==> src/rtl/lfsr_req_sequencer.sv <==
// lfsr_req_sequencer: seed load / warm-up sequencing and round-robin sharing
// of one external Galois LFSR between two requesters.
//
//   state      | meaning
//   -----------+------------------------------------------------------------
//   ST_LOAD    | drive ld with the (zero-guarded) seed, capture taps, 1 cycle
//   ST_WARMUP  | free-run the LFSR for WARMUP steps after a seed load
//   ST_IDLE    | take a pending reseed first, otherwise arbitrate requests
//   ST_STEP    | advance the LFSR S = max(cfg_steps,1) steps for the winner
//   ST_DELIVER | hold the word valid until the granted requester accepts it
module lfsr_req_sequencer #(
   parameter int unsigned    N      = 32,
   parameter logic [N-1:0]   SEED   = {N{1'b1}},
   parameter int unsigned    WARMUP = 32
) (
   input  logic         clk,
   input  logic         rst_n,
   input  logic [N-1:0] cfg_taps,
   input  logic [N-1:0] cfg_seed,
   input  logic         cfg_seed_wr,
   input  logic [7:0]   cfg_steps,
   input  logic [1:0]   req_i,
   output logic [1:0]   gnt_o,
   output logic         rnd_valid_o,
   input  logic         rnd_ready_i,
   output logic [N-1:0] rnd_data_o,
   output logic         busy_o,
   output logic         lfsr_en_o,
   output logic         lfsr_ld_o,
   output logic [N-1:0] lfsr_seed_o,
   output logic [N-1:0] lfsr_taps_o,
   input  logic [N-1:0] lfsr_q_i
);

   typedef enum logic [2:0] {
      ST_LOAD,
      ST_WARMUP,
      ST_IDLE,
      ST_STEP,
      ST_DELIVER
   } state_t;

   localparam logic [15:0] WARMUP_CNT = WARMUP[15:0];
   localparam bit          WARMUP_EN  = (WARMUP_CNT != 16'd0);

   state_t       state_q,  state_d;
   logic [N-1:0] seed_q,   seed_d;
   logic         pend_q,   pend_d;
   logic         rr_ptr_q, rr_ptr_d;
   logic         win_q,    win_d;
   logic [15:0]  cnt_q,    cnt_d;
   logic [1:0]   gnt_q,    gnt_d;
   logic         valid_q,  valid_d;
   logic         en_q,     en_d;
   logic         busy_q,   busy_d;
   logic [N-1:0] taps_q,   taps_d;

   logic [15:0]  steps_cnt;
   logic         arb_win;

   // Step count for a new word (0 behaves as 1) and round-robin winner.
   always_comb begin
      steps_cnt = (cfg_steps == 8'd0) ? 16'd1 : {8'd0, cfg_steps};
      if (req_i == 2'b11) arb_win = rr_ptr_q;
      else                arb_win = req_i[1];
   end

   // Next-state and next-output logic for the sequencer.
   always_comb begin
      state_d  = state_q;
      seed_d   = seed_q;
      pend_d   = pend_q;
      rr_ptr_d = rr_ptr_q;
      win_d    = win_q;
      cnt_d    = cnt_q;
      gnt_d    = gnt_q;
      valid_d  = valid_q;
      en_d     = en_q;
      busy_d   = busy_q;
      taps_d   = taps_q;

      // A write during LOAD arrives after the current seed was used, so it
      // must stay pending rather than be cleared by this LOAD.
      if (cfg_seed_wr) seed_d = cfg_seed;
      if (cfg_seed_wr && (state_q != ST_IDLE)) pend_d = 1'b1;
      else if (state_q == ST_LOAD)             pend_d = 1'b0;

      case (state_q)
         ST_LOAD: begin
            taps_d = cfg_taps;
            if (WARMUP_EN) begin
               cnt_d   = WARMUP_CNT;
               en_d    = 1'b1;
               busy_d  = 1'b1;
               state_d = ST_WARMUP;
            end else begin
               busy_d  = 1'b0;
               state_d = ST_IDLE;
            end
         end
         ST_WARMUP: begin
            if (cnt_q <= 16'd1) begin
               en_d    = 1'b0;
               busy_d  = 1'b0;
               state_d = ST_IDLE;
            end else begin
               cnt_d = cnt_q - 16'd1;
            end
         end
         ST_IDLE: begin
            if (pend_q || cfg_seed_wr) begin
               busy_d  = 1'b1;
               state_d = ST_LOAD;
            end else if (req_i != 2'b00) begin
               win_d   = arb_win;
               gnt_d   = arb_win ? 2'b10 : 2'b01;
               cnt_d   = steps_cnt;
               en_d    = 1'b1;
               busy_d  = 1'b1;
               state_d = ST_STEP;
            end
         end
         ST_STEP: begin
            if (cnt_q <= 16'd1) begin
               en_d    = 1'b0;
               valid_d = 1'b1;
               state_d = ST_DELIVER;
            end else begin
               cnt_d = cnt_q - 16'd1;
            end
         end
         ST_DELIVER: begin
            if (rnd_ready_i) begin
               valid_d  = 1'b0;
               gnt_d    = 2'b00;
               rr_ptr_d = ~win_q;
               busy_d   = 1'b0;
               state_d  = ST_IDLE;
            end
         end
         default: begin
            en_d    = 1'b0;
            valid_d = 1'b0;
            gnt_d   = 2'b00;
            busy_d  = 1'b1;
            state_d = ST_LOAD;
         end
      endcase
   end

   // Sequencer state and registered outputs.
   always_ff @(posedge clk or negedge rst_n) begin
      if (!rst_n) begin
         state_q  <= ST_LOAD;
         seed_q   <= SEED;
         pend_q   <= 1'b0;
         rr_ptr_q <= 1'b0;
         win_q    <= 1'b0;
         cnt_q    <= 16'd0;
         gnt_q    <= 2'b00;
         valid_q  <= 1'b0;
         en_q     <= 1'b0;
         busy_q   <= 1'b1;
         taps_q   <= '0;
      end else begin
         state_q  <= state_d;
         seed_q   <= seed_d;
         pend_q   <= pend_d;
         rr_ptr_q <= rr_ptr_d;
         win_q    <= win_d;
         cnt_q    <= cnt_d;
         gnt_q    <= gnt_d;
         valid_q  <= valid_d;
         en_q     <= en_d;
         busy_q   <= busy_d;
         taps_q   <= taps_d;
      end
   end

   // ld follows the LOAD state so the first load lands on the first edge
   // after reset release; it is held low while reset is asserted.
   assign lfsr_ld_o   = rst_n && (state_q == ST_LOAD);
   assign lfsr_seed_o = (seed_q == '0) ? {N{1'b1}} : seed_q;
   assign lfsr_taps_o = taps_q;
   assign lfsr_en_o   = en_q;
   assign gnt_o       = gnt_q;
   assign rnd_valid_o = valid_q;
   assign rnd_data_o  = lfsr_q_i;
   assign busy_o      = busy_q;

endmodule
==> config.mk <==
export PLATFORM = sky130hd
export DESIGN_NAME = lfsr_req_sequencer
export DESIGN_NICKNAME = d
export VERILOG_FILES = /design/src/rtl/lfsr_req_sequencer.sv
export SDC_FILE = /design/constraint.sdc
export NUM_CORES = 1
export LEC_CHECK = 0
export CAP_MARGIN = 20
export CORE_MARGIN = 5
export CORE_UTILIZATION = 41
export CTS_CLUSTER_SIZE = 25
export DETAILED_ROUTE_END_ITERATION = 8
export GPL_TIMING_DRIVEN = 0
export PLACE_DENSITY = 0.88
export RECOVER_POWER = 25
export SYNTH_ARGS = -nofsm -noshare
export SYNTH_HDL_FRONTEND = slang
export SYNTH_SLANG_ARGS = --single-unit
==> constraint.sdc <==
create_clock -name clk -period 2.41 [get_ports clk]
set_input_delay 0.241 -clock clk [delete_from_list [all_inputs] [get_ports clk]]
set_output_delay 0.241 -clock clk [all_outputs]
set_load 0.05 [all_outputs]
==> metrics.md, run 1 <==
| Metric | Value |
|---|---|
| Slew headroom | `0.5368` |
| GRT overflow | `0` |
| Synth-to-Final Area Change | `47.68%` |
| Worst Clk Skew | `approximately 0.014 ns` |
| Max-slew violation count | `0` |
| Starting Density | `0.4146` |
| Starting DRT DRC Count | `206` |
| First drt pass iteration count | `4` |
| CTS tree | `done` |
| Synthesized cell area | `4456 sq um` |
| Leakage | `2.724 nW` |
| Core area | `between 10000 and 15000 sq um` |
| Slew @ Worst Pin | `0.6936 ns` |
| Synth top area cells | `dfrtp_1 33%, dfstp_2 19%, mux2_2 16%` |
| Max Fclk | `0.4286 GHz` |
| Post-route ant nets | `0` |
| Maxcap violations | `0` |
| VDD IR-drop max | `around 370 uV` |
| Initial antenna violation count | `0` |
| Post-synthesis register bit count | `91` |
| Vias in the first global route | `~3900` |
| Crit path max fanout | `10` |
| Clock-pin slew on the worst setup and hold paths | `approximately 0.080 ns` |
| H-tree lvl count | `3` |
| Crit path kind | `reg -> out` |
| Die ar. | `13050 sq um` |
| Cells after Synth | `387` |
| Share of cells above drive strength 1 | `0.3990` |
| Via/cell ratio | `5.050` |
| Num CTS Buffers | `9` |
| Yosys Warn Count | `0` |
| Post-DP HPWL | `roughly 9400 um` |
| Distinct cells, synth | `48` |
| Routed WL | `approximately 12000 um` |
| Design Power | `3.664 mW` |
| Worst-path cell chain | `nor4_2 > nand4_1 > nor2_4 > clkbuf_2 > or2_2 > buf_2` |
| Status | `finished clean` |
| Via count | `3656` |
| Hold violation count in the final report | `0` |
| Gr usage total | `0.1771` |
| Area share of the largest cell type after synthesis | `0.3258` |
| Final worst path period need | `around 2.3 ns` |
| Post-synth top area cell | `dfrtp_1` |
| Register area share after synthesis | `0.5204` |
| Crit-path max cell delay | `just under 0.4 ns` |
| Routability-driven placement congestion ratio | `0.8663` |
| I/O Buffers | `178` |
| First-pass GRT wire length | `18910 um` |
| Hold Crit Depth | `2` |
| Crit path DAT | `~2.1 ns` |
| Worst R2R Path Depth | `8` |
| Root Buffer | `clkbuf_8` |
| Largest net degree at the start of global routing | `51` |
| Crit path launch type | `flop` |
| CTS Sinks | `91` |
| Syn_nets | `approximately 500` |
| Pwr/cell area | `around 560 nW/um^2` |
| Hold Path Class | `in -> reg` |
| ANT cells | `0` |
| DRC viols | `0` |
| Final period util | `0.9681` |
| Nets | `691` |
| Die width | `about 110 um` |
| I/O pin cnt | `212` |
| Clock Latency Late Sink | `around 0.35 ns` |
| Dominant synthesized flop cell | `dfrtp_1` |
| Endpoints failing setup | `0` |
| Setup tns final | `0 ns` |
| Post-synth ARST share | `1.000` |
| Fin util | `0.6124` |
| Syn Area/Cell | `~12 sq um` |
| Deepest clock path buffer count | `2` |
| Worst path slowest cell | `dfstp_2` |
| Routed wire per std cell | `around 16 um` |
| Die Ht | `114.2 um` |
| Row count | `38` |
| EDFF count, synth | `0` |
| CP Capture Type | `primary output` |
| CP required | `2.17 ns` |
cell families (layout without fill, tap and decap cells):
family,Yosys count,count (layout),share of synthesized area
AND/OR/NAND/NOR,112,112,0.1449
flip-flops,91,91,0.5204
multiplexers,65,65,0.1640
buffers and inverters,60,257,0.07891
AO/OA/AOI/OAI,50,50,0.07245
XOR/XNOR,7,7,0.01376
adder cells (fa/ha/maj),2,2,0.005616
per-stage QoR:
stage | hold slack (ns) | setup slack [ns] | area [sq um] | instances
after CTS | 0.3113 | 0.01775 | 6516 | 724
after global routing | 0.4434 | -0.03818 | 6580 | 724
final | 0.4364 | 0.07678 | 6580 | 724
after detailed placement | 0.3061 | -0.7826 | 6430 | 706
after global placement | 0.4361 | -2.659 | 6412 | 705
after floorplan | -0.05459 | 0.2476 | 4456 | 387
layer usage:
metal / up-vias / GRT usage / routed length, um
li1: 1715 / - / -
met1: 1751 / 0.2091 / 4648
met2: 172 / 0.3072 / 5915
met3: 18 / 0.05603 / 1128
met4: 0 / 0.05542 / 210
met5: - / 0 / 0
layout make-up:
cell class / count / area [sq um]
fillers: 866 / 4165
flip-flops and latches: 91 / 2318
multi-input cells: 236 / 1851
repair buffers: 181 / 1685
plain buffers: 49 / 316.6
well taps: 140 / 175.2
clock buffers: 10 / 127.6
clock inverters: 6 / 65.06
inverters: 11 / 41.29
where the power goes:
part           leakage [nW]  switching [mW]  internal (mW)
registers              1.05          0.0586           1.65
logic                  1.59           0.554          0.387
clock network        0.0866           0.536          0.481
critical path, delay by kind of cell (launching register included):
kind / cells / cell delay, ns
buf+inv: 2 / 0.47
flops: 1 / 0.39
simple gates: 4 / 0.89
synthesized netlist by cell type, types with 2 or more instances:
cell	instances
nor2_1	22
nor3_1	7
nand2_1	10
buf_1	3
o21ai_0	21
inv_1	11
or4_1	3
xnor2_1	4
clkbuf_1	11
a31o_2	2
mux2_2	64
xor2_1	3
nor2b_1	3
buf_4	33
and2_1	2
dfrtp_1	58
nor4_1	15
or2_2	33
or3b_2	2
o211ai_1	2
nand4_1	4
nand3_1	5
dfstp_2	33
a21oi_1	9
a22oi_1	2
ha_1	2
a21o_1	2
layout by cell type (no fill, tap or decap), types with 3 or more instances in the layout:
master and count:
buf_4 35, dfrtp_1 58, clkbuf_8 9, nand4_1 4, nor3_1 6, xor2_1 3
o21ai_0 21, nor2b_1 3, buf_2 19, clkinvlp_4 3, dfstp_1 3, nor4_2 5
clkdlybuf4s50_1 144, nand2_1 10, xnor2_1 4, nor4_1 9, nand3_1 5, mux2_2 64
clkbuf_4 12, or4_1 3, or2_2 33, inv_1 11, nor2_1 21, dfstp_2 30
a21oi_1 9, clkbuf_1 11, clkbuf_2 6
repair_timing:
item | in CTS | in global routing
buffers inserted | 1 | 0
pin swaps | 1 | 1
gates resized for setup | 165 | 22
hold endpoints to repair | 21 | 0
cloned | 0 | 0
endpoints found under the setup margin | 63 | 45
hold buffers | 1 | 0
sequential cells by signal, summed over array words and instances, names as in the netlist:
| name | count |
|---|---|
| win_q | 1 |
| cnt_q | 16 |
| seed_q | 32 |
| pend_q | 1 |
| lfsr_taps_o | 32 |
| state_q | 3 |
| busy_o | 1 |
| rr_ptr_q | 1 |
| rnd_valid_o | 1 |
| lfsr_en_o | 1 |
| gnt_o | 2 |
path summary, 6_finish.rpt:
kind | startpoint | to | slack (ns)
min in group asynchronous | rst_n | lfsr_taps_o[11]$_DFFE_PN0P_ | 0.46
worst max register to register | cnt_q[0]$_DFFE_PN0P_ | cnt_q[10]$_DFFE_PN0P_ | 0.15
worst max-delay path | seed_q[8]$_DFFE_PN1P_ | lfsr_seed_o[9] | 0.08
worst min-delay path | cfg_seed_wr | seed_q[10]$_DFFE_PN1P_ | 0.44
worst min register to register | win_q$_DFFE_PN0P_ | rr_ptr_q$_DFFE_PN0P_ | 0.46
max in group asynchronous | rst_n | busy_o$_DFFE_PN1P_ | 1.25
No activity file was read; power rests on OpenSTA's default activity.
==> inputs of run 2 (changes only) <==
==> constraint.sdc (replaced) <==
create_clock -name clk -period 2.2 [get_ports clk]
set_input_delay 0.22 -clock clk [delete_from_list [all_inputs] [get_ports clk]]
set_output_delay 0.22 -clock clk [all_outputs]
set_load 0.05 [all_outputs]
==> metrics.md, run 2 (synthesis gave the netlist of run 1 again) <==
| Metric | Value |
|---|---|
| Gr usage total | `0.1790 (was 0.1771)` |
| Die ar. | `13050 sq um (unchanged)` |
| Worst path slowest cell | `dfstp_2 (unchanged)` |
| Die width | `114.2 um (unchanged)` |
| Setup crit end | `lfsr_seed_o[20] (was lfsr_seed_o[9])` |
| Routed wire per std cell | `16.85 um (was 16.44 um)` |
| Fin util | `0.6393 (was 0.6124)` |
| Hold Path Class | `in -> reg (unchanged)` |
| ANT cells | `0 (unchanged)` |
| Initial antenna violation count | `0 (unchanged)` |
| Crit path max fanout | `10 (unchanged)` |
| Pwr/cell area | `595.2 nW/um^2 (was 556.8 nW/um^2)` |
| Sequential Power Share | `0.458 (was 0.466)` |
| Endpoints failing setup | `0 (unchanged)` |
| Crit path launch type | `flop (unchanged)` |
| Vias in the first global route | `3910 (was 3882)` |
| Clock power share | `0.272 (was 0.277)` |
| Synth-to-Final Area Change | `54.17% (was 47.68%)` |
| Design Power | `4.089 mW (was 3.664 mW)` |
| Reg2reg start | `cnt_q[2]$_DFFE_PN0P_ (was cnt_q[0]$_DFFE_PN0P_)` |
| Post-route ant nets | `0 (unchanged)` |
| Status | `finished clean (unchanged)` |
| DRC viols | `0 (unchanged)` |
| Post-route insts no fill | `732 (was 724)` |
| Crit path buffers/inverters | `2 (unchanged)` |
| Pint | `2.813 mW (was 2.516 mW)` |
| CP required | `1.98 ns (was 2.17 ns)` |
| Via count | `3696 (was 3656)` |
| CP Depth | `6 (unchanged)` |
| VDD IR-drop max | `408.2 uV (was 372.8 uV)` |
| Slew @ Worst Pin | `0.7875 ns (was 0.6936 ns)` |
| Maxcap violations | `0 (unchanged)` |
| Largest net degree at the start of global routing | `51 (unchanged)` |
| Starting Density | `0.4146 (unchanged)` |
| Routability-driven placement congestion ratio | `0.8663 (unchanged)` |
| Die Ht | `114.2 um (unchanged)` |
| GRT overflow | `0 (unchanged)` |
| Hold violation count in the final report | `0 (unchanged)` |
| NetSw | `1.276 mW (was 1.148 mW)` |
| Starting DRT DRC Count | `154 (was 206)` |
| Max-slew violation count | `0 (unchanged)` |
| Crit path DAT | `1.94 ns (was 2.09 ns)` |
| H-tree lvl count | `3 (unchanged)` |
| R2R Path End | `cnt_q[15]$_DFFE_PN0P_ (was cnt_q[10]$_DFFE_PN0P_)` |
| Worst R2R Path Depth | `6 (was 8)` |
| Crit-path max cell delay | `0.40 ns (was 0.39 ns)` |
| CP Capture Type | `primary output (unchanged)` |
| CTS Sinks | `91 (unchanged)` |
| Leakage | `2.829 nW (was 2.724 nW)` |
| Combinational power share | `0.269 (was 0.257)` |
| CTS tree | `done (unchanged)` |
| Worst Clk Skew | `0.01380 ns (was 0.01395 ns)` |
| Deepest clock path buffer count | `2 (unchanged)` |
| Nets | `699 (was 691)` |
| Crit path kind | `reg -> out (unchanged)` |
| Core area | `10750 sq um (unchanged)` |
| I/O Buffers | `178 (unchanged)` |
| Max Fclk | `0.4621 GHz` |
| R2R setup slack | `0.08 ns (was 0.15 ns)` |
| Final period util | `0.9838` |
| I/O pin cnt | `212 (unchanged)` |
| Most common cell after layout, fill and taps aside | `clkdlybuf4s50_1 (unchanged)` |
| Slew headroom | `0.4695 (was 0.5368)` |
| First-pass GRT wire length | `19090 um (was 18910 um)` |
| Clock Latency Late Sink | `0.35 ns (about the same)` |
| Sw frac | `0.3121 (was 0.3134)` |
| Share of cells above drive strength 1 | `0.4223 (was 0.3990)` |
| Clock-pin slew on the worst setup and hold paths | `0.10 ns (was 0.08 ns)` |
| Top delay family on crit path | `simple AND/OR/NAND/NOR gates (unchanged)` |
| Root Buffer | `clkbuf_8 (unchanged)` |
| Row count | `38 (unchanged)` |
| Via/cell ratio | `5.049 (was 5.050)` |
| CP Launch Point | `seed_q[7]$_DFFE_PN1P_ (was seed_q[8]$_DFFE_PN1P_)` |
| Cell Count Post-Placement | `706 (unchanged)` |
| Pre-CTS worst setup slack | `-0.9716 ns (was -0.7826 ns)` |
| Num CTS Buffers | `9 (unchanged)` |
| Worst-path cell chain | `nor4_4 > nand4_1 > nor2_4 > clkbuf_8 > or2_2 > buf_6 (was nor4_2 > nand4_1 > nor2_4 > clkbuf_2 > or2_2 > buf_2)` |
| Routed WL | `12330 um (was 11900 um)` |
| Setup ws final | `0.03574 ns (was 0.07678 ns)` |
| RSZ-0062 raised after global routing | `true` |
| Post-DP HPWL | `9356 um (unchanged)` |
| Area after DPL | `6430 sq um (unchanged)` |
| Final worst path period need | `2.164 ns` |
| First drt pass iteration count | `4 (unchanged)` |
| Most frequent cells in the layout | `144 x clkdlybuf4s50_1, 64 x mux2_2, 57 x dfrtp_1, 48 x buf_4, 33 x or2_2 (was 144 x clkdlybuf4s50_1, 64 x mux2_2, 58 x dfrtp_1, 35 x buf_4, 33 x or2_2)` |
| Fin area | `6869 sq um (was 6580 sq um)` |
==> run 2: metrics by stage <==
stage	TNS [ns]	hold WS, ns
5_1_grt	-1.412	0.4224
3_5_place_dp	-23.69	0.2851
4_1_cts	-0.01800	0.2903
3_3_place_gp	-197.63	0.4361
6_report	0	0.4170
2_1_floorplan	0	-0.07559
==> run 2: power groups by stage <==
stage                     sequential (mW)  clock [mW]  combinational [mW]
final                                1.87        1.11                1.10
after detailed placement             1.90           0                1.08
after CTS                            1.87        1.14                1.08
after global routing                 1.89        1.21                1.15
after global placement               1.89           0                1.07
after floorplan                      1.99           0               0.540
==> run 2: how the worst min path moves through the flow <==
stage	endpoint	cells after the start	slack (ns)	start
3_5_place_dp	lfsr_taps_o[10]$_DFFE_PN0P_	1	0.29	rst_n
5_1_grt	seed_q[31]$_DFFE_PN1P_	2	0.42	cfg_seed_wr
2_1_floorplan	cnt_q[0]$_DFFE_PN0P_	0	-0.08	rst_n
4_1_cts	seed_q[11]$_DFFE_PN1P_	2	0.29	cfg_seed_wr
6_report	seed_q[10]$_DFFE_PN1P_	2	0.42	cfg_seed_wr
3_3_place_gp	rr_ptr_q$_DFFE_PN0P_	1	0.44	win_q$_DFFE_PN0P_
==> run 2: layout make-up <==
cell class / instances / area, sq um
Clock inverter: 6 / 65.06
Tap cell: 140 / 175.2
Multi-Input combinational cell: 236 / 1914
Timing Repair Buffer: 189 / 1887
Inverter: 11 / 41.29
Fill cell: 811 / 3876
Clock buffer: 10 / 127.6
Sequential cell: 91 / 2320
Buffer: 49 / 339.1
==> run 2: timing repair <==
item / in CTS / in global routing
setup endpoints to repair: 73 / 47
hold buffers: 1 / 0
setup buffers: 3 / 6
gates resized for setup: 221 / 40
pin swaps: 4 / 7
endpoints found under the hold margin: 21 / 0
cloned: 0 / 0
==> run 2: per-layer routing <==
layer / track usage / routed length (um) / vias to the layer above
met5: 0 / 0 / -
met1: 0.2121 / 4733 / 1770
met3: 0.05603 / 1136 / 23
met4: 0.05780 / 276 / 0
li1: - / - / 1722
met2: 0.3091 / 6188 / 181
==> inputs of run 3 (changes only) <==
--- a/config.mk
+++ b/config.mk
@@ -16,3 +16,4 @@
 export SYNTH_ARGS = -nofsm -noshare
 export SYNTH_HDL_FRONTEND = slang
 export SYNTH_SLANG_ARGS = --single-unit
+export TNS_END_PERCENT = 1
==> metrics.md, run 3 (synthesis gave the netlist of run 1 again) <==
| Metric | Value |
|---|---|
| Initial antenna violation count | `0 (unchanged)` |
| I/O Buffers | `178 (unchanged)` |
| Via/cell ratio | `5.055 (was 5.049)` |
| Via count | `3660 (was 3696)` |
| Clock Latency Late Sink | `0.35 ns (about the same)` |
| Crit-path max cell delay | `0.58 ns (was 0.40 ns)` |
| Worst path slowest cell | `or4_4 (was dfstp_2)` |
| Crit path launch type | `flop (unchanged)` |
| First drt pass iteration count | `4 (unchanged)` |
| Nets | `691 (was 699)` |
| Maxcap violations | `0 (unchanged)` |
| Die Ht | `114.2 um (unchanged)` |
| Num CTS Buffers | `9 (unchanged)` |
| Post-route insts no fill | `724 (was 732)` |
| Status | `finished with violations (was finished clean)` |
| Cell Count Post-Placement | `706 (unchanged)` |
| Routed wire per std cell | `16.83 um (was 16.85 um)` |
| Hold Path Class | `in -> reg (unchanged)` |
| Root Buffer | `clkbuf_8 (unchanged)` |
| ANT cells | `0 (unchanged)` |
| Clock-pin slew on the worst setup and hold paths | `0.10 ns (about the same)` |
| RSZ-0062 raised after global routing | `true (unchanged)` |
| Pwr/cell area | `603.4 nW/um^2 (was 595.2 nW/um^2)` |
| Max-slew violation count | `0 (unchanged)` |
| Leakage | `2.785 nW (was 2.829 nW)` |
| CP Capture Type | `flop (was primary output)` |
| Starting DRT DRC Count | `161 (was 154)` |
| Post-DP HPWL | `9356 um (unchanged)` |
| Crit path DAT | `2.52 ns (was 1.94 ns)` |
| Routability-driven placement congestion ratio | `0.8663 (unchanged)` |
| GRT overflow | `0 (unchanged)` |
| Final period util | `1.024 (was 0.9838)` |
| Slew headroom | `0.4716 (was 0.4695)` |
| Die ar. | `13050 sq um (unchanged)` |
| DRC viols | `0 (unchanged)` |
| Slew @ Worst Pin | `0.7843 ns (was 0.7875 ns)` |
| Endpoints failing setup | `1 (was 0)` |
| R2R setup slack | `-0.05 ns (was 0.08 ns)` |
| CTS tree | `done (unchanged)` |
| Row count | `38 (unchanged)` |
| First-pass GRT wire length | `19060 um (was 19090 um)` |
| Gr usage total | `0.1787 (was 0.1790)` |
| Fin area | `6782 sq um (was 6869 sq um)` |
| Crit path max fanout | `5 (was 10)` |
| Worst-path cell chain | `or4_4 > nor4_4 > and3_1 > nand3_2 > or4_1 > a21oi_1 (was nor4_4 > nand4_1 > nor2_4 > clkbuf_8 > or2_2 > buf_6)` |
| Hold violation count in the final report | `0 (unchanged)` |
| Share of cells above drive strength 1 | `0.4110 (was 0.4223)` |
| Largest net degree at the start of global routing | `51 (unchanged)` |
| Post-route ant nets | `0 (unchanged)` |
| Most frequent cells in the layout | `144 x clkdlybuf4s50_1, 64 x mux2_2, 58 x dfrtp_1, 47 x buf_4, 33 x or2_2 (was 144 x clkdlybuf4s50_1, 64 x mux2_2, 57 x dfrtp_1, 48 x buf_4, 33 x or2_2)` |
| Crit path kind | `reg -> reg (was reg -> out)` |
| Most common cell after layout, fill and taps aside | `clkdlybuf4s50_1 (unchanged)` |
| Synth-to-Final Area Change | `52.20% (was 54.17%)` |
| Setup ws final | `-0.05171 ns (was 0.03574 ns)` |
| Final worst path period need | `2.252 ns (was 2.164 ns)` |
| Core area | `10750 sq um (unchanged)` |
| Vias in the first global route | `3911 (was 3910)` |
| Area after DPL | `6430 sq um (unchanged)` |
| Violated checks | `setup timing` |
| H-tree lvl count | `3 (unchanged)` |
| VDD IR-drop max | `408.5 uV (was 408.2 uV)` |
| CP required | `2.46 ns (was 1.98 ns)` |
| CTS Sinks | `91 (unchanged)` |
| Routed WL | `12190 um (was 12330 um)` |
| Die width | `114.2 um (unchanged)` |
| Max Fclk | `0.4441 GHz (was 0.4621 GHz)` |
| Deepest clock path buffer count | `2 (unchanged)` |
| Worst Clk Skew | `0.01514 ns (was 0.01380 ns)` |
| I/O pin cnt | `212 (unchanged)` |
| Starting Density | `0.4146 (unchanged)` |
| Setup tns final | `-0.05171 ns (was 0 ns)` |
-- run 3: cell types whose count changed in the layout (fill, tap and decap cells not counted), sizes merged --
| cell | previous run | this run |
|---|---|---|
| clkbuf | 25 | 21 |
| buf | 78 | 74 |
-- run 3: metal layers --
metal,GRT usage,up-vias,part of all wire
met5,0,-,0
met1,0.2110,1750,0.38
met4,0.05780,0,0.019
met2,0.3095,181,0.51
li1,-,1710,-
met3,0.05603,19,0.093
-- run 3: what timing repair did --
action / 4_1_cts / 5_1_grt
gates cloned: 0 / 0
endpoints found under the setup margin: 73 / 47
gates resized for setup: 210 / 40
endpoints found under the hold margin: 21 / 0
setup buffers: 1 / 0
pin swaps: 2 / 2
hold buffers: 1 / 0
-- run 3: layout make-up --
type                            instances  area [sq um]
Buffer                                 49         325.3
Clock buffer                           10         127.6
Clock inverter                          6         65.06
Fill cell                             827          3964
Inverter                               11         41.29
Multi-Input combinational cell        236          1923
Sequential cell                        91          2318
Tap cell                              140         175.2
Timing Repair Buffer                  181          1805
-- run 3: per-stage QoR --
stage	setup WS, ns	power [mW]	utilization	hold slack [ns]
2_1_floorplan	0.05864	2.525	-	-0.07559
3_3_place_gp	-2.827	2.955	0.5968	0.4361
3_5_place_dp	-0.9716	2.980	0.5984	0.2851
4_1_cts	-0.03403	4.086	0.6187	0.2903
5_1_grt	-0.1172	4.253	0.6311	0.2981
6_report	-0.05171	4.092	0.6311	0.2967
-- run 3: power by group --
group          internal [mW]  switching, mW  total (mW)
logic                  0.477          0.618        1.10
clock network          0.527          0.589        1.12
registers               1.81         0.0754        1.88
total                   2.81           1.28        4.09
-- run 3: final timing paths --
kind	startpoint	end	cells after the start
max	cnt_q[2]$_DFFE_PN0P_	cnt_q[15]$_DFFE_PN0P_	6
min	cfg_seed_wr	seed_q[31]$_DFFE_PN1P_	2
max reg2reg	cnt_q[2]$_DFFE_PN0P_	cnt_q[15]$_DFFE_PN0P_	6
min reg2reg	win_q$_DFFE_PN0P_	rr_ptr_q$_DFFE_PN0P_	1
max in group asynchronous	rst_n	busy_o$_DFFE_PN1P_	3
min in group asynchronous	rst_n	lfsr_taps_o[11]$_DFFE_PN0P_	2
-- run 3: critical path: cells and delay by family, from the launching register on --
kind            cells  cell delay [ns]
compound gates      1             0.16
flops               1             0.44
simple gates        5             1.57
